$ cat config.mk
export PLATFORM = sky130hd
export DESIGN_NAME = ec_point_stream_tx_flat
export DESIGN_NICKNAME = d
export VERILOG_FILES = /design/src/rtl/ec_point_stream_tx_pkg.sv /design/src/rtl/ec_point_stream_tx_if.sv /design/src/rtl/ec_point_stream_tx.sv /design/src/flat_wrapper.sv
export SDC_FILE = /design/constraint.sdc
export NUM_CORES = 2
export LEC_CHECK = 0
export ABC_CLOCK_PERIOD_IN_PS = 10200
export BUFFER_PORTS_ARGS = -buffer_cell sky130_fd_sc_hd__buf_4
export CAP_MARGIN = 20
export CORE_UTILIZATION = 30
export DETAILED_ROUTE_END_ITERATION = 6
export GPL_TIMING_DRIVEN = 0
export HOLD_SLACK_MARGIN = 0.1
export SYNTH_ARGS = -nofsm -noshare
export SYNTH_HDL_FRONTEND = slang
export SYNTH_SLANG_ARGS = --single-unit
$ cat constraint.sdc
create_clock -name i_clk -period 10.2 [get_ports i_clk]
set_clock_uncertainty 0.1 [all_clocks]
set_input_delay 2.04 -clock i_clk [delete_from_list [all_inputs] [get_ports i_clk]]
set_output_delay 2.04 -clock i_clk [all_outputs]
set_load 0.005 [all_outputs]
$ cat src/rtl/ec_point_stream_tx_pkg.sv
// ----------------------------------------------------------------------------
// ec_point_stream_tx_pkg
//   Shared constants, types and sizing helpers for the wide-to-narrow
//   elliptic-curve point serializer and its host-side receiver.
//   - FP2_JB_POINT_BITS : width of one FP2 Jacobian point result word.
//   - ser_state_e       : serializer FSM states.
//   - ser_beats()       : number of narrow beats needed for one wide word.
//   - cnt_bits()        : counter/index width that is never zero.
// ----------------------------------------------------------------------------
package ec_point_stream_tx_pkg;

  localparam int FP2_JB_POINT_BITS = 2286;

  typedef enum logic {
    ST_IDLE = 1'b0,
    ST_SEND = 1'b1
  } ser_state_e;

  // Beats of out_byts bytes needed to carry in_bits bits, byte-rounded first.
  // ser_beats(bits, 1) therefore gives the byte count of the word.
  function automatic int ser_beats(input int in_bits, input int out_byts);
    int in_byts;
    in_byts = (in_bits + 7) / 8;
    return (in_byts + out_byts - 1) / out_byts;
  endfunction

  // Width able to index n items; kept at least 1 so n == 1 stays legal.
  function automatic int cnt_bits(input int n);
    return (n > 1) ? $clog2(n) : 1;
  endfunction

endpackage

$ cat src/rtl/ec_point_stream_tx_if.sv
// ----------------------------------------------------------------------------
// if_axi_stream
//   Packet stream bundle with valid/ready handshake.
//   val/rdy : handshake, transfer when both are high on a rising clock edge
//   sop/eop : first/last beat of a packet
//   mod     : valid bytes on the eop beat, 0 meaning all DAT_BYTS bytes
//   err     : packet error flag
//   ctl     : sideband field carried with the data
//   dat     : payload, byte 0 in the least significant byte
//   Modports: source drives everything but rdy, sink drives only rdy.
// ----------------------------------------------------------------------------
interface if_axi_stream
  import ec_point_stream_tx_pkg::*;
#(
  parameter int DAT_BYTS = 8,
  parameter int DAT_BITS = DAT_BYTS * 8,
  parameter int CTL_BITS = 16,
  parameter int MOD_BITS = cnt_bits(DAT_BYTS)
);

  logic                val;
  logic                rdy;
  logic                sop;
  logic                eop;
  logic                err;
  logic [MOD_BITS-1:0] mod;
  logic [CTL_BITS-1:0] ctl;
  logic [DAT_BITS-1:0] dat;

  modport source (output val, sop, eop, err, mod, ctl, dat, input rdy);
  modport sink   (input val, sop, eop, err, mod, ctl, dat, output rdy);

endinterface

$ cat src/rtl/ec_point_stream_tx.sv
// ----------------------------------------------------------------------------
// ec_point_stream_tx
//   Serializes one wide single-beat EC result word into a packet of narrow
//   stream beats, byte 0 of the word on beat 0 (LSB first).
//
//   Ports:
//     i_clk   : clock
//     i_rst_n : asynchronous active-low reset; drops a packet in flight
//     i_axi   : wide input (sink), one beat per word; sop/eop/mod ignored
//     o_axi   : narrow output packet (source), ctl/err repeated on each beat
//
//   Build option: EC_SER_DROP_ERR_EN
//     defined   - words arriving with err=1 are accepted and discarded, and
//                 counted in the saturating debug counter drop_cnt_q.
//     undefined - such words are serialized with err=1 on every beat.
//
//   All outputs are registered. i_axi.rdy is combinational: high in IDLE,
//   and on the eop beat while o_axi.rdy is high, so back-to-back words
//   stream without an idle cycle between packets.
// ----------------------------------------------------------------------------
module ec_point_stream_tx
  import ec_point_stream_tx_pkg::*;
#(
  parameter int IN_BITS  = FP2_JB_POINT_BITS,
  parameter int OUT_BYTS = 8,
  parameter int CTL_BITS = 16
) (
  input  logic          i_clk,
  input  logic          i_rst_n,
  if_axi_stream.sink    i_axi,
  if_axi_stream.source  o_axi
);

  localparam int IN_BYTS   = ser_beats(IN_BITS, 1);
  localparam int NUM_BEATS = ser_beats(IN_BITS, OUT_BYTS);
  localparam int LAST_MOD  = IN_BYTS % OUT_BYTS;
  localparam int OUT_BITS  = OUT_BYTS * 8;
  localparam int WORD_BITS = NUM_BEATS * OUT_BITS;
  localparam int CNT_BITS  = cnt_bits(NUM_BEATS);
  localparam int MOD_BITS  = cnt_bits(OUT_BYTS);

  localparam logic [CNT_BITS-1:0] LAST_BEAT  = CNT_BITS'(NUM_BEATS - 1);
  localparam logic [MOD_BITS-1:0] LAST_MOD_V = MOD_BITS'(LAST_MOD);
  localparam logic                ONE_BEAT   = (NUM_BEATS == 1);

  // Latched word viewed as an array of output beats: indexing it by beat
  // number is the byte-aligned output mux.
  typedef logic [NUM_BEATS-1:0][OUT_BITS-1:0] word_t;

  ser_state_e          state_q, state_d;
  logic [CNT_BITS-1:0] beat_cnt_q, beat_cnt_d;
  word_t               word_q, word_d, word_in;
  logic                val_q, val_d;
  logic                sop_q, sop_d;
  logic                eop_q, eop_d;
  logic                err_q, err_d;
  logic [MOD_BITS-1:0] mod_q, mod_d;
  logic [CTL_BITS-1:0] ctl_q, ctl_d;
  logic [OUT_BITS-1:0] dat_q, dat_d;

  logic in_rdy;
  logic accept;
  logic drop;
  logic load_word;
  logic advance;

  // Ready is forced low while reset is asserted so no word is taken then.
  assign in_rdy = i_rst_n & ((state_q == ST_IDLE) |
                             ((state_q == ST_SEND) & eop_q & o_axi.rdy));
  assign accept = i_axi.val & in_rdy;

`ifdef EC_SER_DROP_ERR_EN
  logic [15:0] drop_cnt_q, drop_cnt_d;

  assign drop = accept & i_axi.err;

  always_comb begin
    drop_cnt_d = drop_cnt_q;
    if (drop && (drop_cnt_q != 16'hFFFF)) drop_cnt_d = drop_cnt_q + 16'd1;
  end

  always_ff @(posedge i_clk or negedge i_rst_n) begin
    if (!i_rst_n) drop_cnt_q <= '0;
    else          drop_cnt_q <= drop_cnt_d;
  end
`else
  assign drop = 1'b0;
`endif

  assign load_word = accept & ~drop;
  // Non-eop beat taken by the sink: move on to the next beat.
  assign advance   = (state_q == ST_SEND) & o_axi.rdy & ~eop_q;

  always_comb begin
    // NOTE: combinational blocks use blocking '=' and give every output a
    // default first, so nothing is left unassigned on any path (no latches).
    state_d    = state_q;
    beat_cnt_d = beat_cnt_q;
    val_d      = val_q;
    sop_d      = sop_q;
    eop_d      = eop_q;
    err_d      = err_q;
    mod_d      = mod_q;
    ctl_d      = ctl_q;
    dat_d      = dat_q;
    word_in    = WORD_BITS'(i_axi.dat);
    word_d     = load_word ? word_in : word_q;

    case (state_q)
      ST_IDLE: begin
        if (load_word) state_d = ST_SEND;
      end
      ST_SEND: begin
        // eop beat taken without a follow-on word: packet done.
        if (o_axi.rdy && eop_q && !load_word) state_d = ST_IDLE;
      end
      default: state_d = ST_IDLE;
    endcase

    if (load_word) begin
      beat_cnt_d = '0;
      val_d      = 1'b1;
      sop_d      = 1'b1;
      eop_d      = ONE_BEAT;
      mod_d      = ONE_BEAT ? LAST_MOD_V : '0;
      ctl_d      = i_axi.ctl;
      err_d      = i_axi.err;
    end else if (advance) begin
      beat_cnt_d = beat_cnt_q + 1'b1;
      sop_d      = 1'b0;
      eop_d      = (beat_cnt_d == LAST_BEAT);
      mod_d      = eop_d ? LAST_MOD_V : '0;
    end else if (state_d == ST_IDLE) begin
      val_d = 1'b0;
      sop_d = 1'b0;
      eop_d = 1'b0;
      mod_d = '0;
    end

    // The output register reloads only when a new beat is presented, which
    // keeps every output frozen while the sink stalls.
    if (load_word || advance) dat_d = word_d[beat_cnt_d];
  end

  always_ff @(posedge i_clk or negedge i_rst_n) begin
    if (!i_rst_n) begin
      state_q    <= ST_IDLE;
      beat_cnt_q <= '0;
      val_q      <= 1'b0;
      sop_q      <= 1'b0;
      eop_q      <= 1'b0;
      err_q      <= 1'b0;
      mod_q      <= '0;
      ctl_q      <= '0;
      dat_q      <= '0;
    end else begin
      state_q    <= state_d;
      beat_cnt_q <= beat_cnt_d;
      val_q      <= val_d;
      sop_q      <= sop_d;
      eop_q      <= eop_d;
      err_q      <= err_d;
      mod_q      <= mod_d;
      ctl_q      <= ctl_d;
      dat_q      <= dat_d;
    end
  end

  // NOTE: the wide word store has no reset; it is only read after a load,
  // and leaving it out of reset keeps thousands of flops off the reset tree.
  always_ff @(posedge i_clk) begin
    word_q <= word_d;
  end

  assign i_axi.rdy = in_rdy;
  assign o_axi.val = val_q;
  assign o_axi.sop = sop_q;
  assign o_axi.eop = eop_q;
  assign o_axi.err = err_q;
  assign o_axi.mod = mod_q;
  assign o_axi.ctl = ctl_q;
  assign o_axi.dat = dat_q;

endmodule
$ cat src/flat_wrapper.sv
// flat-port wrapper written by rule: the top's interface ports become plain ports
module ec_point_stream_tx_flat import ec_point_stream_tx_pkg::*;
#(
  parameter int IN_BITS  = FP2_JB_POINT_BITS,
  parameter int OUT_BYTS = 8,
  parameter int CTL_BITS = 16
)
  (i_clk, i_rst_n, i_axi_val, i_axi_sop, i_axi_eop, i_axi_err, i_axi_mod, i_axi_ctl, i_axi_dat, i_axi_rdy, o_axi_val, o_axi_sop, o_axi_eop, o_axi_err, o_axi_mod, o_axi_ctl, o_axi_dat, o_axi_rdy);
  if_axi_stream #(.CTL_BITS(CTL_BITS)) i_axi_i ();
  if_axi_stream #(.CTL_BITS(CTL_BITS)) o_axi_i ();
  input  logic i_clk;
  input  logic i_rst_n;
  input wire logic [$bits(i_axi_i.val)-1:0] i_axi_val;
  input wire logic [$bits(i_axi_i.sop)-1:0] i_axi_sop;
  input wire logic [$bits(i_axi_i.eop)-1:0] i_axi_eop;
  input wire logic [$bits(i_axi_i.err)-1:0] i_axi_err;
  input wire logic [$bits(i_axi_i.mod)-1:0] i_axi_mod;
  input wire logic [$bits(i_axi_i.ctl)-1:0] i_axi_ctl;
  input wire logic [$bits(i_axi_i.dat)-1:0] i_axi_dat;
  output wire logic [$bits(i_axi_i.rdy)-1:0] i_axi_rdy;
  output wire logic [$bits(o_axi_i.val)-1:0] o_axi_val;
  output wire logic [$bits(o_axi_i.sop)-1:0] o_axi_sop;
  output wire logic [$bits(o_axi_i.eop)-1:0] o_axi_eop;
  output wire logic [$bits(o_axi_i.err)-1:0] o_axi_err;
  output wire logic [$bits(o_axi_i.mod)-1:0] o_axi_mod;
  output wire logic [$bits(o_axi_i.ctl)-1:0] o_axi_ctl;
  output wire logic [$bits(o_axi_i.dat)-1:0] o_axi_dat;
  input wire logic [$bits(o_axi_i.rdy)-1:0] o_axi_rdy;
  assign i_axi_i.val = i_axi_val;
  assign i_axi_i.sop = i_axi_sop;
  assign i_axi_i.eop = i_axi_eop;
  assign i_axi_i.err = i_axi_err;
  assign i_axi_i.mod = i_axi_mod;
  assign i_axi_i.ctl = i_axi_ctl;
  assign i_axi_i.dat = i_axi_dat;
  assign i_axi_rdy = i_axi_i.rdy;
  assign o_axi_val = o_axi_i.val;
  assign o_axi_sop = o_axi_i.sop;
  assign o_axi_eop = o_axi_i.eop;
  assign o_axi_err = o_axi_i.err;
  assign o_axi_mod = o_axi_i.mod;
  assign o_axi_ctl = o_axi_i.ctl;
  assign o_axi_dat = o_axi_i.dat;
  assign o_axi_i.rdy = o_axi_rdy;
  ec_point_stream_tx #(.IN_BITS(IN_BITS), .OUT_BYTS(OUT_BYTS), .CTL_BITS(CTL_BITS)) u_core (.i_clk(i_clk), .i_rst_n(i_rst_n), .i_axi(i_axi_i), .o_axi(o_axi_i));
endmodule
==> flow_metrics.env <==
export IMPL_hold_path_class="reg -> reg"
export IMPL_leakage_nw=42.20
export IMPL_tightest_slew_ns=1.350
export IMPL_status="finished, violations left"
export IMPL_num_vias=67810
export IMPL_grt_max_degree=70
export IMPL_ys_async_sr_fraction_pct=3.800
export IMPL_period_needed_ns=8.001
export IMPL_wirelength_mm=395.6
export IMPL_die_h_um=539.5
export IMPL_start_util_pct=30.29
export IMPL_synth_top_area_cell="dfxtp_1"
export IMPL_syn_nets=8526
export IMPL_antenna_found_initial=88
export IMPL_num_io_pins=178
export IMPL_tns_ns=0
export IMPL_synth_edf_count=0
export IMPL_p_per_area_nw_per_um2=248.8
export IMPL_timing_hold_ws_ns=0.3432
export IMPL_cts_setup_buffers=0
export IMPL_die_w_um=539.5
export IMPL_vdd_drop_max_mv=0.1561
export IMPL_drc=2
export IMPL_synth_compound_area_share_pct=8.784
export IMPL_final_hold_viol_count=0
export IMPL_crit_fanout=69
export IMPL_min_period_over_period_pct=78.44
export IMPL_overflow=0
export IMPL_syn_inst=8434
export IMPL_grt_total_usage_pct=26.27
export IMPL_detail_route_wl_per_cell_um=30.53
export IMPL_worstPathRequired_ns=10.89
export IMPL_place_gp_congestion=1.028
export IMPL_hold_depth=2
export IMPL_synth_avg_cell_area_um2=10.28
export IMPL_rr_startpoint="u_core.beat_cnt_q[0]"
export IMPL_critPathArrivalTime_ns=8.69
export IMPL_clkLatencyLatePin_ns=0.95
export IMPL_synthAdderAreaFrac_pct=0.02887
export IMPL_viasPerCell=5.233
export IMPL_die_area_um2=291100
export IMPL_ys_warn_count=0
export IMPL_tritoncts_num_buffers=243
export IMPL_drtIter0Drc=9020
export IMPL_slew_violations=0
export IMPL_firstDrtPassIters=7
export IMPL_ys_types=77
export IMPL_cts_buffer_depth=4
export IMPL_path_cells="buf_6 -> buf_16 -> nand2_1 -> nor2_1 -> clkbuf_1 -> clkbuf_1 -> clkbuf_1 -> o21ai_0 -> a31oi_1 -> nand4b_1 -> a221o_1"
export IMPL_multi_input_area_um2=35490
export IMPL_stdcell_area_um2=102300
export IMPL_std_cell_rows=196
export IMPL_drive_gt1_share_pct=10.22
export IMPL_seq_area_frac_synth_pct=55.84
export IMPL_worstSetupEndpointType="flip-flop"
export IMPL_fin_nets=9041
export IMPL_yosys_register_bits=2395
export IMPL_fillers=28080
export IMPL_start_kind="input pin"
export IMPL_clockRootBuffer="clkbuf_16"
export IMPL_reg2reg_to="u_core.o_axi.dat[57]"
export IMPL_setup_viol=0
export IMPL_grt_pass1_vias=64600
export IMPL_maxCapViolations=0
export IMPL_synth_top_cell_area_share_pct=53.22
export IMPL_clock_sinks=2395
export IMPL_crit_path_max_incr_delay_ns=0.96
export IMPL_holdBufCountCts=0
export IMPL_core_um2=286200
export IMPL_grt_first_pass_wirelength_mm=533.6
export IMPL_cts_tree="yes"
export IMPL_max_freq_ghz=0.1250
export IMPL_r2r_setup_slack_ns=3.41
export IMPL_fin_util_pct=35.76
export IMPL_post_dp_cell_area_um2=94090
export IMPL_violations="design-rule violations"
export IMPL_cts_htree_levels=4
export IMPL_ant_nets=0
export IMPL_syn_area_um2=86670
export IMPL_crit_end="u_core.o_axi.dat[37]"
export IMPL_slowest_stage="clkbuf_1"
export IMPL_synth_top_family_by_area="simple AND/OR/NAND/NOR gates"
export IMPL_slew_headroom_pct=10.01
export IMPL_rr_worst_depth=13
export IMPL_synthMuxAreaShare_pct=8.929
export IMPL_synth_xor_area_share_pct=0.05053
export IMPL_regArea_um2=48400
export IMPL_cpMostUsedCell="clkbuf_1"
export IMPL_path_clk_slew_ns=0.07
export IMPL_syn2layout_area_growth_pct=18.07
export IMPL_synth_area_leaders="dfxtp_1 (53%), and2_1 (16%), mux2i_1 (7.9%), nand2_1 (3.4%), a211oi_1 (2.7%)"
export IMPL_place_hpwl_mm=298.2
export IMPL_io_buffers=170
export IMPL_rsz0062_at_grt="no"
export IMPL_cts_resized=0
export IMPL_cp_startpoint="i_rst_n"
export IMPL_synthSimpleGateAreaFrac_pct=23.01
export IMPL_criticalPathCategory="in -> reg"
export IMPL_synth_ff_type="dfxtp_1"
-- cells by family (layout without fill, tap and decap cells) --
family,count (synthesis),in the layout
and+or+nand+nor,3543,3543
DFF,2395,2395
AOI/OAI and AO/OA,1076,1076
muxes,730,730
buffers and inverters,682,1390
xor gates and xnor gates,5,5
adders and majority gates,2,2
other,1,55
-- layout make-up --
class                           count  share of cell area (%)
Tap cell                         3762                   4.600
Clock buffer                      377                   6.973
Timing Repair Buffer              270                   2.576
Multi-Input combinational cell   5357                   34.68
Antenna cell                       54                  0.1321
Clock inverter                     61                  0.8877
Inverter                           25                 0.09170
Buffer                            657                   2.761
Sequential cell                  2395                   47.30
-- through the flow --
step / instances / total power [mW] / setup slack (ns)
5_1_grt: 12910 / 25.77 / 2.399
3_5_place_dp: 12460 / 16.16 / 1.671
2_1_floorplan: 8434 / 12.49 / 5.392
6_report: 12960 / 25.46 / 2.199
3_3_place_gp: 12370 / 15.92 / -0.4890
4_1_cts: 12900 / 25.19 / 2.598
-- state kept, by name, indices dropped and copies added, names as in the netlist, 6 cells and up --
| signal | flops |
|---|---|
| u_core.o_axi.dat | 64 |
| u_core.o_axi.ctl | 16 |
| u_core.beat_cnt_q | 6 |
| u_core.word_q | 2304 |
-- synth_stat cells (28+ instances only) --
master	instances
dfxtp_1	2304
and2_1	2234
nand2_1	790
mux2i_1	685
clkbuf_1	408
a211oi_1	312
and3_1	238
buf_2	174
a21oi_1	170
o21ai_0	163
nand3_1	124
dfrtp_1	91
o22ai_1	64
a31oi_1	52
nor2_1	52
a311oi_1	48
a221o_1	46
buf_1	42
a22oi_1	34
nor3_1	33
mux4_2	32
a221oi_1	28
-- metal layers --
layer	GRT usage, %	routed length, um	vias to the layer above
li1	-	-	29630
met1	34.29	161100	33310
met2	37.86	162500	3930
met3	5.840	39100	911
met4	19.42	32760	22
met5	0	160	-
-- worst min path at each step --
stage | from | endpoint | slack (ns)
floorplan | u_core.word_q[16] | u_core.word_q[16] | 0.31
global placement | u_core.word_q[22] | u_core.word_q[22] | 0.33
detailed placement | u_core.word_q[82] | u_core.word_q[82] | 0.33
CTS | u_core.word_q[20] | u_core.word_q[20] | 0.34
global route | u_core.word_q[20] | u_core.word_q[20] | 0.35
finish | u_core.word_q[20] | u_core.word_q[20] | 0.34
-- power by group --
group          internal, mW  total, mW  switching (mW)  leakage (nW)
clock                  5.30       9.18            3.89          3.94
combinational          1.59       6.59            5.01          18.5
sequential             9.53       9.68           0.156          19.8
-- placed cells by master, fill, tap and decap left out, types with 54 or more instances in the layout --
master	n
a211oi_1	306
a21oi_1	169
and2_1	2234
and3_1	238
buf_2	188
buf_4	210
clkbuf_1	478
clkbuf_16	244
dfrtp_1	91
dfxtp_1	2304
diode_2	54
mux2i_1	685
nand2_1	790
nand3_1	124
o21ai_0	163
o22ai_1	64
-- critical path, delay by kind of cell --
family          cells  cell delay, ns
buf+inv             5            3.44
simple gates        3            1.32
compound gates      3            1.73
No activity file was read; power rests on OpenSTA's default activity.
